--- src/rtl/nn_pkg.sv ---
// Shared definitions for the neural-network layer blocks.
//   nn_state_t : neuron MAC FSM states (accumulate, finalize, output hold)
//   DEF_*      : default activation/weight widths and fixed-point fraction
//   relu_sat   : ReLU followed by clamp to the largest positive DW-bit value
package nn_pkg;

    typedef enum logic [1:0] {
        ST_ACC = 2'd0,
        ST_FIN = 2'd1,
        ST_OUT = 2'd2
    } nn_state_t;

    localparam int DEF_DW   = 8;
    localparam int DEF_WW   = 8;
    localparam int DEF_FRAC = 4;

    // Negative values become 0; values above 2^(dw-1)-1 clamp to that limit.
    function automatic logic signed [63:0] relu_sat(input logic signed [63:0] r,
                                                    input int dw);
        logic signed [63:0] lim;
        lim = (64'sd1 <<< (dw - 1)) - 64'sd1;
        if (r < 64'sd0)
            return '0;
        else if (r > lim)
            return lim;
        else
            return r;
    endfunction

endpackage

--- src/rtl/neuron_mac_weight_rf.sv ---
// Weight/bias register file for one neuron.
//   N_IN+1 entries of WW bits: entries 0..N_IN-1 are weights, entry N_IN is bias.
//   i_clk            : clock
//   i_we/i_addr/i_data : synchronous write port
//   i_rd_addr        : asynchronous read address, o_rd_data its contents
//   o_bias           : bias entry, always visible
// No reset: contents are undefined until written. A write and a read of the
// same entry in one cycle returns the old value, since the read is from the
// register before the edge.
module neuron_mac_weight_rf #(
    parameter int N_IN = 4,
    parameter int WW   = 8
) (
    input  logic                         i_clk,
    input  logic                         i_we,
    input  logic [$clog2(N_IN+1)-1:0]    i_addr,
    input  logic signed [WW-1:0]         i_data,
    input  logic [$clog2(N_IN+1)-1:0]    i_rd_addr,
    output logic signed [WW-1:0]         o_rd_data,
    output logic signed [WW-1:0]         o_bias
);

    localparam int AW = $clog2(N_IN + 1);
    localparam logic [AW-1:0] LAST = AW'(N_IN);

    logic signed [WW-1:0] r_mem [N_IN+1];

    always_ff @(posedge i_clk) begin
        if (i_we && (i_addr <= LAST))
            r_mem[i_addr] <= i_data;
    end

    assign o_rd_data = r_mem[i_rd_addr];
    assign o_bias    = r_mem[N_IN];

endmodule

--- src/rtl/layer_hidden_neuron_mac.sv ---
// Hidden-layer neuron: multiply-accumulate of N_IN activations with stored
// weights, bias add, fixed-point rescale and ReLU with saturation.
//   clk, rst                   : clock, synchronous active-high reset
//   in_valid/in_x/in_ready     : activation beat handshake
//   ack_mac                    : pulse marking the end of the current sum
//   w_we/w_addr/w_data         : weight (0..N_IN-1) / bias (N_IN) write
//   out_valid/out_data/out_ready : result handshake
//   err                        : sticky, more than N_IN beats in one sum
module layer_hidden_neuron_mac
    import nn_pkg::*;
#(
    parameter int N_IN = 4,
    parameter int DW   = DEF_DW,
    parameter int WW   = DEF_WW,
    parameter int FRAC = DEF_FRAC,
    parameter int ACCW = 24
) (
    input  logic                         clk,
    input  logic                         rst,
    input  logic                         in_valid,
    input  logic signed [DW-1:0]         in_x,
    output logic                         in_ready,
    input  logic                         ack_mac,
    input  logic                         w_we,
    input  logic [$clog2(N_IN+1)-1:0]    w_addr,
    input  logic signed [WW-1:0]         w_data,
    output logic                         out_valid,
    output logic signed [DW-1:0]         out_data,
    input  logic                         out_ready,
    output logic                         err
);

    localparam int AW = $clog2(N_IN + 1);
    localparam int PW = DW + WW;
    localparam logic [AW-1:0] IDX_FULL = AW'(N_IN);
    localparam logic signed [ACCW-1:0] ACC_MAX = {1'b0, {(ACCW-1){1'b1}}};
    localparam logic signed [ACCW-1:0] ACC_MIN = {1'b1, {(ACCW-1){1'b0}}};

    nn_state_t              r_state;
    logic signed [ACCW-1:0] r_acc;
    logic [AW-1:0]          r_idx;
    logic                   r_out_valid;
    logic signed [DW-1:0]   r_out_data;
    logic                   r_err;

    logic signed [WW-1:0]   w_weight;
    logic signed [WW-1:0]   w_bias;
    logic signed [PW-1:0]   w_prod;
    logic signed [ACCW:0]   w_sum;
    logic signed [ACCW-1:0] w_acc_next;
    logic signed [ACCW+1:0] w_bias_ext;
    logic signed [ACCW+1:0] w_fin;
    logic signed [ACCW+1:0] w_r;
    logic signed [63:0]     w_r64;

    neuron_mac_weight_rf #(
        .N_IN (N_IN),
        .WW   (WW)
    ) u_wrf (
        .i_clk     (clk),
        .i_we      (w_we),
        .i_addr    (w_addr),
        .i_data    (w_data),
        .i_rd_addr (r_idx),
        .o_rd_data (w_weight),
        .o_bias    (w_bias)
    );

    assign w_prod = in_x * w_weight;
    assign w_sum  = (ACCW+1)'(r_acc) + (ACCW+1)'(w_prod);

    // One extra bit of headroom: a top-two-bit disagreement means overflow.
    always_comb begin
        w_acc_next = w_sum[ACCW-1:0];
        if (w_sum[ACCW] != w_sum[ACCW-1])
            w_acc_next = w_sum[ACCW] ? ACC_MIN : ACC_MAX;
    end

    // Bias is aligned to the product scale (2*FRAC) before the sum is
    // shifted back down to FRAC fractional bits; >>> floors.
    assign w_bias_ext = (ACCW+2)'(w_bias);
    assign w_fin      = (ACCW+2)'(r_acc) + (w_bias_ext <<< FRAC);
    assign w_r        = w_fin >>> FRAC;
    assign w_r64      = 64'(w_r);

    always_ff @(posedge clk) begin
        if (rst) begin
            r_state     <= ST_ACC;
            r_acc       <= '0;
            r_idx       <= '0;
            r_out_valid <= 1'b0;
            r_out_data  <= '0;
            r_err       <= 1'b0;
        end else begin
            case (r_state)
                ST_ACC: begin
                    if (in_valid) begin
                        if (r_idx == IDX_FULL) begin
                            r_err <= 1'b1;
                        end else begin
                            r_acc <= w_acc_next;
                            r_idx <= r_idx + AW'(1);
                        end
                    end
                    if (ack_mac)
                        r_state <= ST_FIN;
                end
                ST_FIN: begin
                    r_out_data  <= DW'(relu_sat(w_r64, DW));
                    r_out_valid <= 1'b1;
                    r_state     <= ST_OUT;
                end
                ST_OUT: begin
                    if (r_out_valid && out_ready) begin
                        r_out_valid <= 1'b0;
                        r_acc       <= '0;
                        r_idx       <= '0;
                        r_state     <= ST_ACC;
                    end
                end
                default: r_state <= ST_ACC;
            endcase
        end
    end

    assign in_ready  = (r_state == ST_ACC);
    assign out_valid = r_out_valid;
    assign out_data  = r_out_data;
    assign err       = r_err;

endmodule

--- config.mk ---
export PLATFORM = sky130hd
export DESIGN_NAME = layer_hidden_neuron_mac
export DESIGN_NICKNAME = d
export VERILOG_FILES = /design/src/rtl/nn_pkg.sv /design/src/rtl/neuron_mac_weight_rf.sv /design/src/rtl/layer_hidden_neuron_mac.sv
export SDC_FILE = /design/constraint.sdc
export NUM_CORES = 1
export LEC_CHECK = 0
export BUFFER_PORTS_ARGS = -buffer_cell sky130_fd_sc_hd__buf_2
export CAP_MARGIN = 20
export CORE_UTILIZATION = 25
export CTS_BUF_LIST = sky130_fd_sc_hd__clkbuf_4 sky130_fd_sc_hd__clkbuf_8 sky130_fd_sc_hd__clkbuf_16
export DETAILED_ROUTE_END_ITERATION = 10
export SKIP_LAST_GASP = 1
export SYNTH_ARGS = -nofsm -noshare
export SYNTH_HDL_FRONTEND = slang
export SYNTH_SLANG_ARGS = --single-unit
--- constraint.sdc ---
create_clock -name clk -period 6.6 [get_ports clk]
set_input_delay 0 -clock clk [delete_from_list [all_inputs] [get_ports clk]]
set_output_delay 0 -clock clk [all_outputs]
set_load 0.02 [all_outputs]
==> metrics.log, run 1 <==
INFO  metric clock_slew_at_the_register_clock_pins_of_the_worst_setup_and_hold_paths = 0.07 ns
INFO  metric floorplan.initialDensity = 0.255
INFO  metric cts_inserted_buffers = 9
INFO  metric max_capacitance_violation_total = 0
INFO  metric synth_area = 8540 um2
INFO  metric final_design_area_no_fill = 10900 um2
INFO  metric final-setup-viol-count = 0
INFO  metric synth.yosys.warnings = 0
INFO  metric status = finished, final reports clean
INFO  metric place.port_buffers = 35
INFO  metric clkSinkCount = 82
INFO  metric synth_sequential_area_ratio = 0.239
INFO  metric fin_skew = 0.00725 ns
INFO  metric num-nets-final = 1191
INFO  metric grt_setup_unrepaired = true
INFO  metric final_number_of_hold_violating_endpoints = 0
INFO  metric slew_viol_final = 0
INFO  metric grt_overflow = 0
INFO  metric fmax = 0.153 GHz
INFO  metric coreArea = 33500 um2
INFO  metric yosysTopAreaCellShare = 0.256
INFO  metric dpl-instance-area = 9790 um2
INFO  metric areaGrowthSynthToFinish = 28.3%
INFO  metric hpwl = 17000 um
INFO  metric timing.max_slew.rel_slack = 0.403
INFO  metric worstPathArrival = 6.78 ns
INFO  metric hold_class = input pin to flip-flop
INFO  metric cts.path.max_buffers = 2
INFO  metric post-synth-top-area-cell = sky130_fd_sc_hd__fa_1
INFO  metric synth_cell_type_count = 68
INFO  metric worst_setup_path_start_kind = flip-flop
INFO  metric timing_worst_setup_path_type = flip-flop to flip-flop
INFO  metric grt_first_pass_wirelength = 34300 um
INFO  metric worst-endpoint-required = 6.87 ns
INFO  metric initial_antenna_violation_count = 1
INFO  metric routed-via-count = 6557
INFO  metric flip_flop_and_latch_count_after_synthesis = 82
INFO  metric synth_async_reset_ratio = 0
INFO  metric ant_nets = 0
INFO  metric timing_worst_slew_pin_value = 0.888 ns
INFO  metric path_max_fanout = 8
INFO  metric avgViaCountPerCell = 4.58
INFO  metric post-synth-top-count-cell = sky130_fd_sc_hd__inv_1
INFO  metric drive_above_1_share = 0.243
INFO  metric yosys_most_used_dff = sky130_fd_sc_hd__dfxtp_1
INFO  metric wl_per_cell = 14.8 um
INFO  metric number_of_drc_markers_in_iteration_0 = 366
INFO  metric synth_nets = 1051
INFO  metric htree_levels = 3
INFO  metric first_global_vias = 6649
INFO  metric fp.dieArea = 34900 um2
INFO  metric drt_pass1_iterations = 5
INFO  metric syn-mean-instance-area = 10.2 um2
INFO  metric die_width = 187 um
INFO  metric synth_commonest_cells = 121 x sky130_fd_sc_hd__inv_1, 109 x sky130_fd_sc_hd__fa_1, 81 x sky130_fd_sc_hd__nand2_1
INFO  metric crit_path_end_kind = flip-flop
INFO  metric cts_root_buf = sky130_fd_sc_hd__clkbuf_16
INFO  metric netlist_instances = 839
INFO  metric dieHeight = 187 um
INFO  metric synth_edf_count = 40
INFO  metric drt-total-wl = 21200 um
INFO  metric synth.top_cells.by_area = sky130_fd_sc_hd__fa_1 26%, sky130_fd_sc_hd__edfxtp_1 14%, sky130_fd_sc_hd__ha_1 11%
INFO  metric floorplan.io_pins = 36
INFO  metric dp_cells = 1375
INFO  metric routabilityCongestion = 0.852
INFO  metric remaining_drc_errors = 0
INFO  metric track_usage = 0.121
INFO  metric grt_max_degree = 24
INFO  metric core.rowCount = 67
INFO  metric antennaDiodeCount = 0
INFO  metric cts_tree = yes
INFO  metric stdcell_count = 1432
INFO  metric clk_latency = 0.34 ns
INFO  metric period_minus_slack = 6.52 ns
INFO  metric final.period_utilization = 0.988
-- registers in the layout, summed over array words and instances (netlist names), named ones only --
| register | flops |
|---|---|
| u_wrf.r_mem | 40 |
| err | 1 |
| out_valid | 1 |
| r_idx | 3 |
| r_state | 2 |
| out_data | 8 |
| r_acc | 24 |
-- stage by stage --
stage                     setup WS, ns  setup TNS, ns  hold WS, ns   util
after floorplan                 0.0125              0       0.0989      -
after global placement          0.0500              0        0.237  0.292
after detailed placement        -0.134          -1.70        0.239  0.292
after CTS                       0.0187              0        0.161  0.309
after global routing            -0.138          -2.06        0.168  0.326
final                           0.0820              0        0.172  0.326
-- cell usage in the layout, fill, tap and decap left out, drive strengths merged, types with 17 or more instances in the layout --
cell	netlist	routed
nor2	50	50
buf	4	123
xnor2	17	17
ha	78	78
edfxtp	40	40
o21ai	40	40
a21oi	37	37
nand2	81	81
dfxtp	42	42
inv	121	126
fa	109	109
nor2b	34	34
-- timing repair --
action / 4_1_cts / 5_1_grt
gates resized for setup: 8 / 79
pin swaps: 6 / 82
cloned: 2 / 3
hold endpoints to repair: 45 / 0
setup buffers: 6 / 17
endpoints found under the setup margin: 23 / 24
hold buffers: 14 / 0
-- per-layer routing --
metal  vias to the layer above  wire length [um]  global-route usage
met5                         -                 0                   0
met4                         0               213              0.0218
met3                        18               548              0.0152
met2                        98             10200               0.200
met1                      3273             10300               0.171
li1                       3168                 -                   -
-- logic make-up after synthesis --
family / after synthesis / synth area share
AOI/OAI and AO/OA: 166 / 0.139
xor gates and xnor gates: 30 / 0.0325
adders and majority gates: 187 / 0.370
buffers and inverters: 133 / 0.0602
and+or+nand+nor: 222 / 0.125
muxes: 19 / 0.0346
DFF: 82 / 0.239
-- layout make-up --
cell class,count,area [um2]
Tap cell,448,561
Timing Repair Buffer,138,1090
Fill cell,3462,22600
Sequential cell,82,2040
Clock inverter,7,65.1
Multi-Input combinational cell,627,6500
Inverter,121,457
Clock buffer,9,225
-- worst paths after layout --
| path | start | endpoint | cells after the start | slack [ns] |
|---|---|---|---|---|
| worst max-delay path | flip-flop | r_acc[18] | 20 | 0.08 |
| worst min-delay path | w_addr[1] | u_wrf.r_mem[1][5] | 2 | 0.17 |
| worst max register to register | flip-flop | r_acc[18] | 20 | 0.08 |
| worst min register to register | out_data[5] | out_data[5] | 2 | 0.44 |
-- critical path: stages, from the launching register on --
cell                        delay [ns]
sky130_fd_sc_hd__dfxtp_2          0.35
sky130_fd_sc_hd__buf_12           0.14
sky130_fd_sc_hd__mux4_2           0.49
sky130_fd_sc_hd__mux2_4           0.32
sky130_fd_sc_hd__and2_4           0.18
sky130_fd_sc_hd__buf_12           0.14
sky130_fd_sc_hd__fa_1             0.52
sky130_fd_sc_hd__fa_1             0.45
sky130_fd_sc_hd__fa_1             0.54
sky130_fd_sc_hd__fa_1             0.51
sky130_fd_sc_hd__ha_1             0.33
sky130_fd_sc_hd__ha_4             0.19
sky130_fd_sc_hd__a2111oi_4        0.34
sky130_fd_sc_hd__o21ai_2          0.13
sky130_fd_sc_hd__a2111oi_4        0.39
sky130_fd_sc_hd__nor3_4           0.11
sky130_fd_sc_hd__a311oi_4         0.36
sky130_fd_sc_hd__buf_6            0.18
sky130_fd_sc_hd__xnor2_2          0.07
sky130_fd_sc_hd__or4_4            0.57
sky130_fd_sc_hd__o211ai_1         0.11
Power of run 1 is not shown: default switching activity piles up to over one toggle a cycle in this logic, so the estimate is an artifact.
==> run 2: changes to the inputs <==
CELL_PAD_IN_SITES_DETAIL_PLACEMENT = 1   (was default)
CELL_PAD_IN_SITES_GLOBAL_PLACEMENT = 2   (was default)
PLACE_DENSITY_LB_ADDON = 0.1   (was default)
==> metrics.log, run 2 (synthesized netlist as in run 1, its figures left out) <==
INFO  metric timing.critical_path.slowest_cell_delay = 0.57 ns
INFO  metric crit_path_end_kind = flip-flop
INFO  metric max_capacitance_violation_total = 0
INFO  metric final.period_utilization = 0.989
INFO  metric coreArea = 33500 um2
INFO  metric mostFrequentLayoutCells = 116 x sky130_fd_sc_hd__inv_1, 106 x sky130_fd_sc_hd__fa_1, 98 x sky130_fd_sc_hd__buf_4, 80 x sky130_fd_sc_hd__nand2_1, 68 x sky130_fd_sc_hd__ha_1
INFO  metric drt_pass1_iterations = 4
INFO  metric timing_worst_setup_path_type = flip-flop to flip-flop
INFO  metric htree_levels = 3
INFO  metric drt-total-wl = 24000 um
INFO  metric final_number_of_hold_violating_endpoints = 0
INFO  metric clk_latency = 0.34 ns
INFO  metric cts_tree = yes
INFO  metric cp_num_buf_inv = 5
INFO  metric antennaDiodeCount = 0
INFO  metric final-setup-viol-count = 0
INFO  metric worstPathArrival = 6.80 ns
INFO  metric routabilityCongestion = 0.756
INFO  metric hpwl = 20400 um
INFO  metric largest_reg_flops = 40
INFO  metric fp.dieArea = 34900 um2
INFO  metric dieHeight = 187 um
INFO  metric drive_above_1_share = 0.232
INFO  metric grt_overflow = 0
INFO  metric core.rowCount = 67
INFO  metric largest_register = u_wrf.r_mem
INFO  metric fin_skew = 0.00776 ns
INFO  metric first_global_vias = 7184
INFO  metric remaining_drc_errors = 0
INFO  metric status = finished, final reports clean
INFO  metric floorplan.initialDensity = 0.255
INFO  metric hold_class = input pin to flip-flop
INFO  metric grt_first_pass_wirelength = 39800 um
INFO  metric grt_max_degree = 24
INFO  metric die_width = 187 um
INFO  metric worst_setup_path_start_kind = flip-flop
INFO  metric critPathTopFamily = adder cells
INFO  metric avgViaCountPerCell = 4.42
INFO  metric holdWs = 0.180 ns
INFO  metric clock_slew_at_the_register_clock_pins_of_the_worst_setup_and_hold_paths = 0.07 ns
INFO  metric fmax = 0.153 GHz
INFO  metric crit_path_frequent_cell = sky130_fd_sc_hd__fa_1
INFO  metric wl_per_cell = 16.5 um
INFO  metric crit_path_max_delay_cell_type = sky130_fd_sc_hd__fa_1
INFO  metric timing_worst_slew_pin_value = 0.952 ns
INFO  metric cts_inserted_buffers = 9
INFO  metric cell_chain_critical_path = buf_12, mux4_2, mux2_4, and2_4, inv_2, fa_1, inv_1, fa_1, fa_1, fa_1, fa_1, ha_4, a2111oi_4, o21ai_2, a2111oi_4, nor3_4, a311oi_4, buf_4, buf_12, xnor2_2, or4_4, o211ai_1
INFO  metric initial_antenna_violation_count = 0
INFO  metric num-nets-final = 1212
INFO  metric clkSinkCount = 82
INFO  metric ant_nets = 0
INFO  metric slew_viol_final = 0
INFO  metric period_minus_slack = 6.53 ns
INFO  metric cts_root_buf = sky130_fd_sc_hd__clkbuf_16
INFO  metric number_of_drc_markers_in_iteration_0 = 216
INFO  metric areaGrowthSynthToFinish = 27.7%
INFO  metric grt_setup_unrepaired = true
INFO  metric worst-endpoint-required = 6.87 ns
INFO  metric place.port_buffers = 35
INFO  metric path_max_fanout = 8
INFO  metric mostFrequentLayoutCell = sky130_fd_sc_hd__inv_1
INFO  metric floorplan.io_pins = 36
INFO  metric track_usage = 0.144
INFO  metric cts.path.max_buffers = 2
INFO  metric routed-via-count = 6422
INFO  metric timing.max_slew.rel_slack = 0.360
[run 2: final cells by class]
| type | count | area [um2] |
|---|---|---|
| inverters | 121 | 454 |
| clock buffers | 10 | 233 |
| multi-input cells | 624 | 6240 |
| repair buffers | 162 | 1320 |
| flip-flops and latches | 82 | 2040 |
| well taps | 448 | 561 |
| fillers | 3842 | 22600 |
| clock inverters | 6 | 50.0 |
[run 2: what timing repair did]
item / in CTS / in global routing
endpoints found under the hold margin: 47 / 0
cloned: 0 / 2
pin swaps: 20 / 14
hold buffers: 13 / 0
setup buffers: 10 / 8
endpoints found under the setup margin: 24 / 24
resized for setup: 28 / 21
[run 2: path summary, 6_finish.rpt]
check              startpoint           endpoint  slack (ns)  cells past startpoint
setup / recovery    flip-flop           r_acc[9]        0.07                     22
hold / removal      w_addr[1]  u_wrf.r_mem[0][4]        0.18                      3
setup reg to reg    flip-flop           r_acc[9]        0.07                     22
hold reg to reg   out_data[2]        out_data[2]        0.44                      2
[run 2: per-layer routing]
layer | up-vias | part of all wire | global-route usage
li1 | 3206 | - | -
met3 | 10 | 0.011 | 0.0134
met5 | - | 0 | 0
met1 | 3163 | 0.52 | 0.210
met2 | 43 | 0.47 | 0.233
met4 | 0 | 0.0073 | 0.0277
[run 2: per-stage QoR]
step           TNS (ns)  utilization  cells  worst slack, ns  cell area (um2)
2_1_floorplan         0            -    839           0.0125             8580
3_3_place_gp      -3.04        0.300   1404           -0.147            10100
3_5_place_dp      -4.17        0.300   1404           -0.221            10100
4_1_cts               0        0.319   1443          0.00105            10700
5_1_grt           -4.42        0.325   1453           -0.238            10900
6_report              0        0.325   1453           0.0697            10900
[run 2: worst register-to-register path, cell delays in order (launching register included)]
cell and delay, ns:
sky130_fd_sc_hd__dfxtp_2 0.34, sky130_fd_sc_hd__buf_12 0.14, sky130_fd_sc_hd__mux4_2 0.51, sky130_fd_sc_hd__mux2_4 0.33
sky130_fd_sc_hd__and2_4 0.18, sky130_fd_sc_hd__inv_2 0.05, sky130_fd_sc_hd__fa_1 0.40, sky130_fd_sc_hd__inv_1 0.08
sky130_fd_sc_hd__fa_1 0.43, sky130_fd_sc_hd__fa_1 0.52, sky130_fd_sc_hd__fa_1 0.57, sky130_fd_sc_hd__fa_1 0.47
sky130_fd_sc_hd__ha_4 0.21, sky130_fd_sc_hd__a2111oi_4 0.33, sky130_fd_sc_hd__o21ai_2 0.14, sky130_fd_sc_hd__a2111oi_4 0.42
sky130_fd_sc_hd__nor3_4 0.09, sky130_fd_sc_hd__a311oi_4 0.26, sky130_fd_sc_hd__buf_4 0.18, sky130_fd_sc_hd__buf_12 0.10
sky130_fd_sc_hd__xnor2_2 0.05, sky130_fd_sc_hd__or4_4 0.57, sky130_fd_sc_hd__o211ai_1 0.10
Power of run 2 is left out for the same reason.
